`src/rtl/regfile_wr_arbiter_pkg.sv`:
```
// Shared constants and types for the register-file write-port arbiter.
// Optional lock mode is enabled by defining REGFILE_ARB_LOCK_EN.
package regfile_pkg;

  localparam int unsigned N_DEFAULT = 32;
  localparam int unsigned M_DEFAULT = 2;

  localparam int unsigned CNT_W = 16;
  localparam logic [CNT_W-1:0] CNT_MAX = '1;

  // Write-disable id: MSB set, register bits zero.
  function automatic logic [31:0] wr_disable(input int unsigned m);
    return 32'(1) << m;
  endfunction

  localparam logic [M_DEFAULT:0] WR_DISABLE = (M_DEFAULT + 1)'(wr_disable(M_DEFAULT));

  typedef enum logic {
    UNLOCKED = 1'b0,
    LOCKED   = 1'b1
  } lock_state_e;

endpackage

```
`src/rtl/regfile_wr_arbiter_if.sv`:
```
// Requester / write-port bundle for regfile_wr_arbiter.
// req_lock exists only when REGFILE_ARB_LOCK_EN is defined.
interface regfile_wr_arbiter_if #(
    parameter int unsigned N    = 32,
    parameter int unsigned M    = 2,
    parameter int unsigned NREQ = 2
);
    logic [NREQ-1:0]   req_valid;
    logic [NREQ*M-1:0] req_id;
    logic [NREQ*N-1:0] req_data;
    logic [NREQ-1:0]   req_ready;
    logic              stall;
    logic [M:0]        wr_id;
    logic [N-1:0]      wr_data;
    logic [15:0]       wr_count;
`ifdef REGFILE_ARB_LOCK_EN
    logic [NREQ-1:0]   req_lock;

    modport master (
        output req_valid, req_id, req_data, stall, req_lock,
        input  req_ready, wr_id, wr_data, wr_count
    );
    modport slave (
        input  req_valid, req_id, req_data, stall, req_lock,
        output req_ready, wr_id, wr_data, wr_count
    );
`else
    modport master (
        output req_valid, req_id, req_data, stall,
        input  req_ready, wr_id, wr_data, wr_count
    );
    modport slave (
        input  req_valid, req_id, req_data, stall,
        output req_ready, wr_id, wr_data, wr_count
    );
`endif
endinterface

```
`src/rtl/regfile_wr_arbiter_rr_picker.sv`:
```
// Combinational round-robin picker: first set bit of valid at or after ptr,
// wrapping modulo NREQ.
module rr_picker #(
    parameter int unsigned NREQ = 2,
    localparam int unsigned IdxW = (NREQ > 1) ? $clog2(NREQ) : 1
) (
    input  logic [NREQ-1:0] valid,
    input  logic [IdxW-1:0] ptr,
    output logic [NREQ-1:0] grant,
    output logic [IdxW-1:0] idx,
    output logic            any
);
    logic [IdxW-1:0] cand;

    always_comb begin
        grant = '0;
        idx   = '0;
        any   = 1'b0;
        cand  = '0;
        for (int unsigned i = 0; i < NREQ; i++) begin
            cand = IdxW'((32'(ptr) + i) % NREQ);
            if (!any && valid[cand]) begin
                any         = 1'b1;
                idx         = cand;
                grant[cand] = 1'b1;
            end
        end
    end
endmodule

```
`src/rtl/regfile_wr_arbiter.sv`:
```
// Round-robin arbiter sharing one register-file write port between NREQ requesters.
// Define REGFILE_ARB_LOCK_EN to add the req_lock ownership mode.
module regfile_wr_arbiter
    import regfile_pkg::*;
#(
    parameter int unsigned N    = N_DEFAULT,
    parameter int unsigned M    = M_DEFAULT,
    parameter int unsigned NREQ = 2
) (
    input  logic                 clk,
    input  logic                 rst,
    regfile_wr_arbiter_if.slave  bus
);
    localparam int unsigned IdxW = $clog2(NREQ);
    localparam logic [M:0] WrDisable = (M + 1)'(wr_disable(M));

    logic [IdxW-1:0]  ptr_q, ptr_d;
    logic [M:0]       wr_id_q, wr_id_d;
    logic [N-1:0]     wr_data_q, wr_data_d;
    logic [CNT_W-1:0] wr_count_q, wr_count_d;

    logic [NREQ-1:0]  mask;
    logic [NREQ-1:0]  grant;
    logic [IdxW-1:0]  idx;
    logic             accept;
    logic             ptr_hold;

`ifdef REGFILE_ARB_LOCK_EN
    lock_state_e      state_q, state_d;
    logic [IdxW-1:0]  owner_q, owner_d;
`endif

    always_comb begin
        mask     = bus.stall ? '0 : bus.req_valid;
        ptr_hold = 1'b0;
`ifdef REGFILE_ARB_LOCK_EN
        // While locked, only the owner is eligible and the pointer is frozen.
        if (state_q == LOCKED) begin
            mask     = mask & (NREQ'(1) << owner_q);
            ptr_hold = 1'b1;
        end
`endif
    end

    rr_picker #(
        .NREQ(NREQ)
    ) u_picker (
        .valid(mask),
        .ptr  (ptr_q),
        .grant(grant),
        .idx  (idx),
        .any  (accept)
    );

    assign bus.req_ready = grant;

    always_comb begin
        ptr_d      = ptr_q;
        wr_id_d    = WrDisable;
        wr_data_d  = wr_data_q;
        wr_count_d = wr_count_q;
        if (accept) begin
            wr_id_d   = {1'b0, bus.req_id[idx*M +: M]};
            wr_data_d = bus.req_data[idx*N +: N];
            if (!ptr_hold) begin
                ptr_d = IdxW'((32'(idx) + 1) % NREQ);
            end
            if (wr_count_q != CNT_MAX) begin
                wr_count_d = wr_count_q + 1'b1;
            end
        end
    end

`ifdef REGFILE_ARB_LOCK_EN
    always_comb begin
        state_d = state_q;
        owner_d = owner_q;
        unique case (state_q)
            UNLOCKED: begin
                if (accept && bus.req_lock[idx]) begin
                    state_d = LOCKED;
                    owner_d = idx;
                end
            end
            LOCKED: begin
                if (accept && !bus.req_lock[owner_q]) begin
                    state_d = UNLOCKED;
                end else if (!bus.stall && !bus.req_valid[owner_q]) begin
                    state_d = UNLOCKED;
                end
            end
            default: state_d = UNLOCKED;
        endcase
    end

    always_ff @(posedge clk or posedge rst) begin
        if (rst) begin
            state_q <= UNLOCKED;
            owner_q <= '0;
        end else begin
            state_q <= state_d;
            owner_q <= owner_d;
        end
    end
`endif

    always_ff @(posedge clk or posedge rst) begin
        if (rst) begin
            ptr_q      <= '0;
            wr_id_q    <= WrDisable;
            wr_data_q  <= '0;
            wr_count_q <= '0;
        end else begin
            ptr_q      <= ptr_d;
            wr_id_q    <= wr_id_d;
            wr_data_q  <= wr_data_d;
            wr_count_q <= wr_count_d;
        end
    end

    assign bus.wr_id    = wr_id_q;
    assign bus.wr_data  = wr_data_q;
    assign bus.wr_count = wr_count_q;
endmodule

```
`src/flat_wrapper.sv`:
```
// flat-port wrapper written by rule: the top's interface ports become plain ports
module regfile_wr_arbiter_flat import regfile_pkg::*;
#(
    parameter int unsigned N    = N_DEFAULT,
    parameter int unsigned M    = M_DEFAULT,
    parameter int unsigned NREQ = 2
)
  (clk, rst, bus_req_valid, bus_req_id, bus_req_data, bus_stall, bus_req_ready, bus_wr_id, bus_wr_data, bus_wr_count);
  regfile_wr_arbiter_if #(.N(N), .M(M), .NREQ(NREQ)) bus_i ();
  input  logic clk;
  input  logic rst;
  input wire logic [$bits(bus_i.req_valid)-1:0] bus_req_valid;
  input wire logic [$bits(bus_i.req_id)-1:0] bus_req_id;
  input wire logic [$bits(bus_i.req_data)-1:0] bus_req_data;
  input wire logic [$bits(bus_i.stall)-1:0] bus_stall;
  output wire logic [$bits(bus_i.req_ready)-1:0] bus_req_ready;
  output wire logic [$bits(bus_i.wr_id)-1:0] bus_wr_id;
  output wire logic [$bits(bus_i.wr_data)-1:0] bus_wr_data;
  output wire logic [$bits(bus_i.wr_count)-1:0] bus_wr_count;
  assign bus_i.req_valid = bus_req_valid;
  assign bus_i.req_id = bus_req_id;
  assign bus_i.req_data = bus_req_data;
  assign bus_i.stall = bus_stall;
  assign bus_req_ready = bus_i.req_ready;
  assign bus_wr_id = bus_i.wr_id;
  assign bus_wr_data = bus_i.wr_data;
  assign bus_wr_count = bus_i.wr_count;
  regfile_wr_arbiter #(.N(N), .M(M), .NREQ(NREQ)) u_core (.clk(clk), .rst(rst), .bus(bus_i));
endmodule
```
`config.mk`:
```
export PLATFORM = sky130hd
export DESIGN_NAME = regfile_wr_arbiter_flat
export DESIGN_NICKNAME = d
export VERILOG_FILES = /design/src/rtl/regfile_wr_arbiter_pkg.sv /design/src/rtl/regfile_wr_arbiter_if.sv /design/src/rtl/regfile_wr_arbiter_rr_picker.sv /design/src/rtl/regfile_wr_arbiter.sv /design/src/flat_wrapper.sv
export SDC_FILE = /design/constraint.sdc
export NUM_CORES = 1
export LEC_CHECK = 0
export CAP_MARGIN = 20
export CORE_ASPECT_RATIO = 0.6
export CORE_MARGIN = 2
export CORE_UTILIZATION = 36
export DETAILED_ROUTE_END_ITERATION = 6
export PLACE_DENSITY = 0.77
export SKIP_LAST_GASP = 1
export SYNTH_ARGS = -nofsm -noshare
export SYNTH_HDL_FRONTEND = slang
export SYNTH_HIERARCHICAL = 1
export SYNTH_SLANG_ARGS = --single-unit
```
`constraint.sdc`:
```
create_clock -name clk -period 1.6 [get_ports clk]
set_input_delay 0.24 -clock clk [delete_from_list [all_inputs] [get_ports clk]]
set_output_delay 0.24 -clock clk [all_outputs]
set_load 0.05 [all_outputs]
```
==> metrics.cfg <==
[yosys]
ys_seq_area_share_pct=53.1
synthCells=231
synth_top_area_share_pct=52.0
ys_ff_latch=52
yosys.area.top_type=dfrtp_1
synth_commonest_cells=dfrtp_1 (51), nor2_1 (38), mux2i_1 (35), a21oi_1 (33)
ys_types=35
syn_area_per_cell_um2=10.6
synth_most_common_cell=dfrtp_1
mappedNetlistArea_mm2=0.00245
async_flop_share_pct=100
yosys_warnings=6
synth_fp_nets=305
synth.area.top_cells=dfrtp_1 (52%), mux2i_1 (14%), a21oi_1 (6.7%), nor2_1 (5.8%), xor2_1 (2.5%)
synth_edf_count=0
synthFlopType=dfrtp_1

[timing]
worst_slew_pin_slew_ns=0.430
fin_crit_ns=1.70
finalCritPeriodShare_pct=106
skew_ns=0.00260
slew_headroom_pct=71.2
clock.fmax_mhz=587
finalMaxSlewViolations=0
hold_violations=0
rsz0062_at_grt=yes
setup_viol=8
setup_slack_ns=-0.104
tns_ns=-0.391

[route]
wl_met3_um=509
viasPerCell=4.72
routed_wirelength_mm=6.84
met2_length_mm=3.16
drtPass1Iterations=4
ant_nets=0
wl_met1_mm=3.14
wl_per_cell_um=14.4
drc=0
highest_layer=met4
drt_iter0_drc=81
vias=2237

[cts]
cts_tree=done
cts_buffers=5
clk_path_buf_depth=2
insertion_delay_ns=0.28
clockRootBuffer=clkbuf_16
clk_pin_slew_ns=0.06
cts_sinks=52
htreeDepth=2

[power_and_ir_drop]
p_sw_w=0.00182
power_frac_clock_pct=25.0
peakVddDrop_mv=0.962
p_leak_nw=1.90
swShare_pct=36.2
p_seq_share_pct=33.6
power_density_mw_per_mm2=1170
combinationalPowerShare_pct=41.4
p_int_w=0.00320

[layout]
finish.net_count=460
area_growth_pct=74.6
seq_area_mm2=0.00132
n_antenna_cell=0
fillers=529
drive_gt1_share_pct=34.6
multiInputGateArea_mm2=0.00119

[outcome]
status=finished, violations left
failed_checks=negative setup slack

[global_route]
grt_first_pass_wirelength_mm=10.8
grt_max_degree=50
track_usage_pct=18.1
grt_pass1_vias=2191
overflow=0
grt_antenna_before_repair=0

[floorplan]
dieWidth_um=111
initial_core_util_pct=36.9
die_h_um=67.9
io_pins=126
die_area_mm2=0.00751
placementRows=23
core_mm2=0.00665

[worst_setup_path]
critical_path_class=flop to flop
cp.arrival_ns=1.87
required_ns=1.77
worstSetupStartpointType=flop
critPathCaptureType=flop
crit_fanout=3

[placement]
io_buffers=125
post-place-ws_ns=-0.607
gp_congestion=0.836
hpwl_mm=5.38

[flow_run]
cap_violations=0

[min_path]
hold_class=primary input to async pin

-- critical path, stage by stage, from the launching register on --
cell and delay (ns):
dfrtp_2 0.38, ha_4 0.14, and2_4 0.13, or4b_4 0.51, nor2_4 0.12, mux2_4 0.30
-- metal layers --
layer / up-vias / GRT usage [%]
li1: 1113 / -
met1: 1034 / 24.7
met2: 86 / 29.4
met3: 4 / 5.85
met4: 0 / 2.34
met5: - / 0
-- layout by cell type (no fill, tap or decap), types with 2 or more instances in the layout --
cell / synthesis / layout
nand4_2: 2 / 2
a21oi_1: 33 / 33
xnor2_1: 4 / 4
xor2_1: 7 / 7
nand3_1: 4 / 4
inv_1: 3 / 2
nor3_1: 3 / 3
clkbuf_16: 0 / 5
dfrtp_1: 51 / 35
inv_2: 1 / 2
buf_4: 0 / 79
nor2_1: 38 / 38
clkdlybuf4s50_1: 0 / 69
nor2b_4: 0 / 2
nor2_4: 0 / 2
dlygate4sd2_1: 0 / 3
buf_12: 0 / 7
mux2i_1: 35 / 35
a21boi_1: 0 / 2
mux2_4: 0 / 3
dfrtp_2: 0 / 16
clkbuf_8: 0 / 2
nand2_1: 7 / 7
and3_1: 2 / 2
nand4_1: 4 / 4
-- sequential cells by signal (all words and copies together), names as in the netlist --
name and flops:
u_core/bus.wr_data 32, u_core/ptr_q 1, u_core/bus.wr_count 16, u_core/bus.wr_id 3
-- metrics by stage --
stage / area [µm²] / hold slack [ns] / utilization (%) / power, W / std cells
global placement: 4010 / 0.494 / 60.3 / 0.00372 / 462
global route: 4280 / 0.247 / 64.4 / 0.00528 / 474
floorplan: 2500 / 0.393 / - / 0.00286 / 231
CTS: 4230 / 0.234 / 63.6 / 0.00503 / 471
detailed placement: 4010 / 0.510 / 60.3 / 0.00375 / 462
finish: 4280 / 0.235 / 64.4 / 0.00502 / 474
-- logic make-up after synthesis --
family          count (synthesis)  share of synthesized area (%)
mux                            38                           15.7
xor+xnor                       11                           3.93
simple gates                   74                           15.5
compound gates                 40                           8.92
fa+ha+maj                       1                          0.510
flops                          52                           53.1
buf+inv                        15                           2.45
-- path summary, 6_finish.rpt --
check | from | endpoint | slack [ns] | cells past startpoint
worst max-delay path | u_core/bus.wr_count[0] | u_core/bus.wr_count[12] | -0.10 | 5
worst min-delay path | rst | u_core/bus.wr_data[27] | 0.23 | 2
worst max register to register | u_core/bus.wr_count[0] | u_core/bus.wr_count[12] | -0.10 | 5
worst min register to register | u_core/bus.wr_count[10] | u_core/bus.wr_count[10] | 0.52 | 1
max in group asynchronous | rst | u_core/bus.wr_id[2] | 0.88 | 3
min in group clk | u_core/bus.wr_count[10] | u_core/bus.wr_count[10] | 0.52 | 1
-- power by group through the flow --
| stage | sequential [W] | combinational [W] | clock, W |
|---|---|---|---|
| global route | 0.00171 | 0.00222 | 0.00135 |
| CTS | 0.00168 | 0.00205 | 0.00130 |
| detailed placement | 0.00171 | 0.00204 | 0 |
| finish | 0.00168 | 0.00208 | 0.00126 |
| global placement | 0.00169 | 0.00202 | 0 |
| floorplan | 0.00245 | 0.000404 | 0 |
-- area by class of cell --
type                    instances  area share (%)
well taps                      87            2.54
flip-flops and latches         52            30.9
clock inverters                 1           0.701
repair buffers                159            34.1
multi-input cells             164            27.8
clock buffers                   7            3.56
inverters                       4           0.351
-- timing repair --
item	CTS	global route
hold buffers	0	0
cloned	0	0
buffers inserted	1	3
pin swaps	6	4
endpoints found under the setup margin	31	11
resized for setup	12	7
No activity file was read; power rests on OpenSTA's default activity.
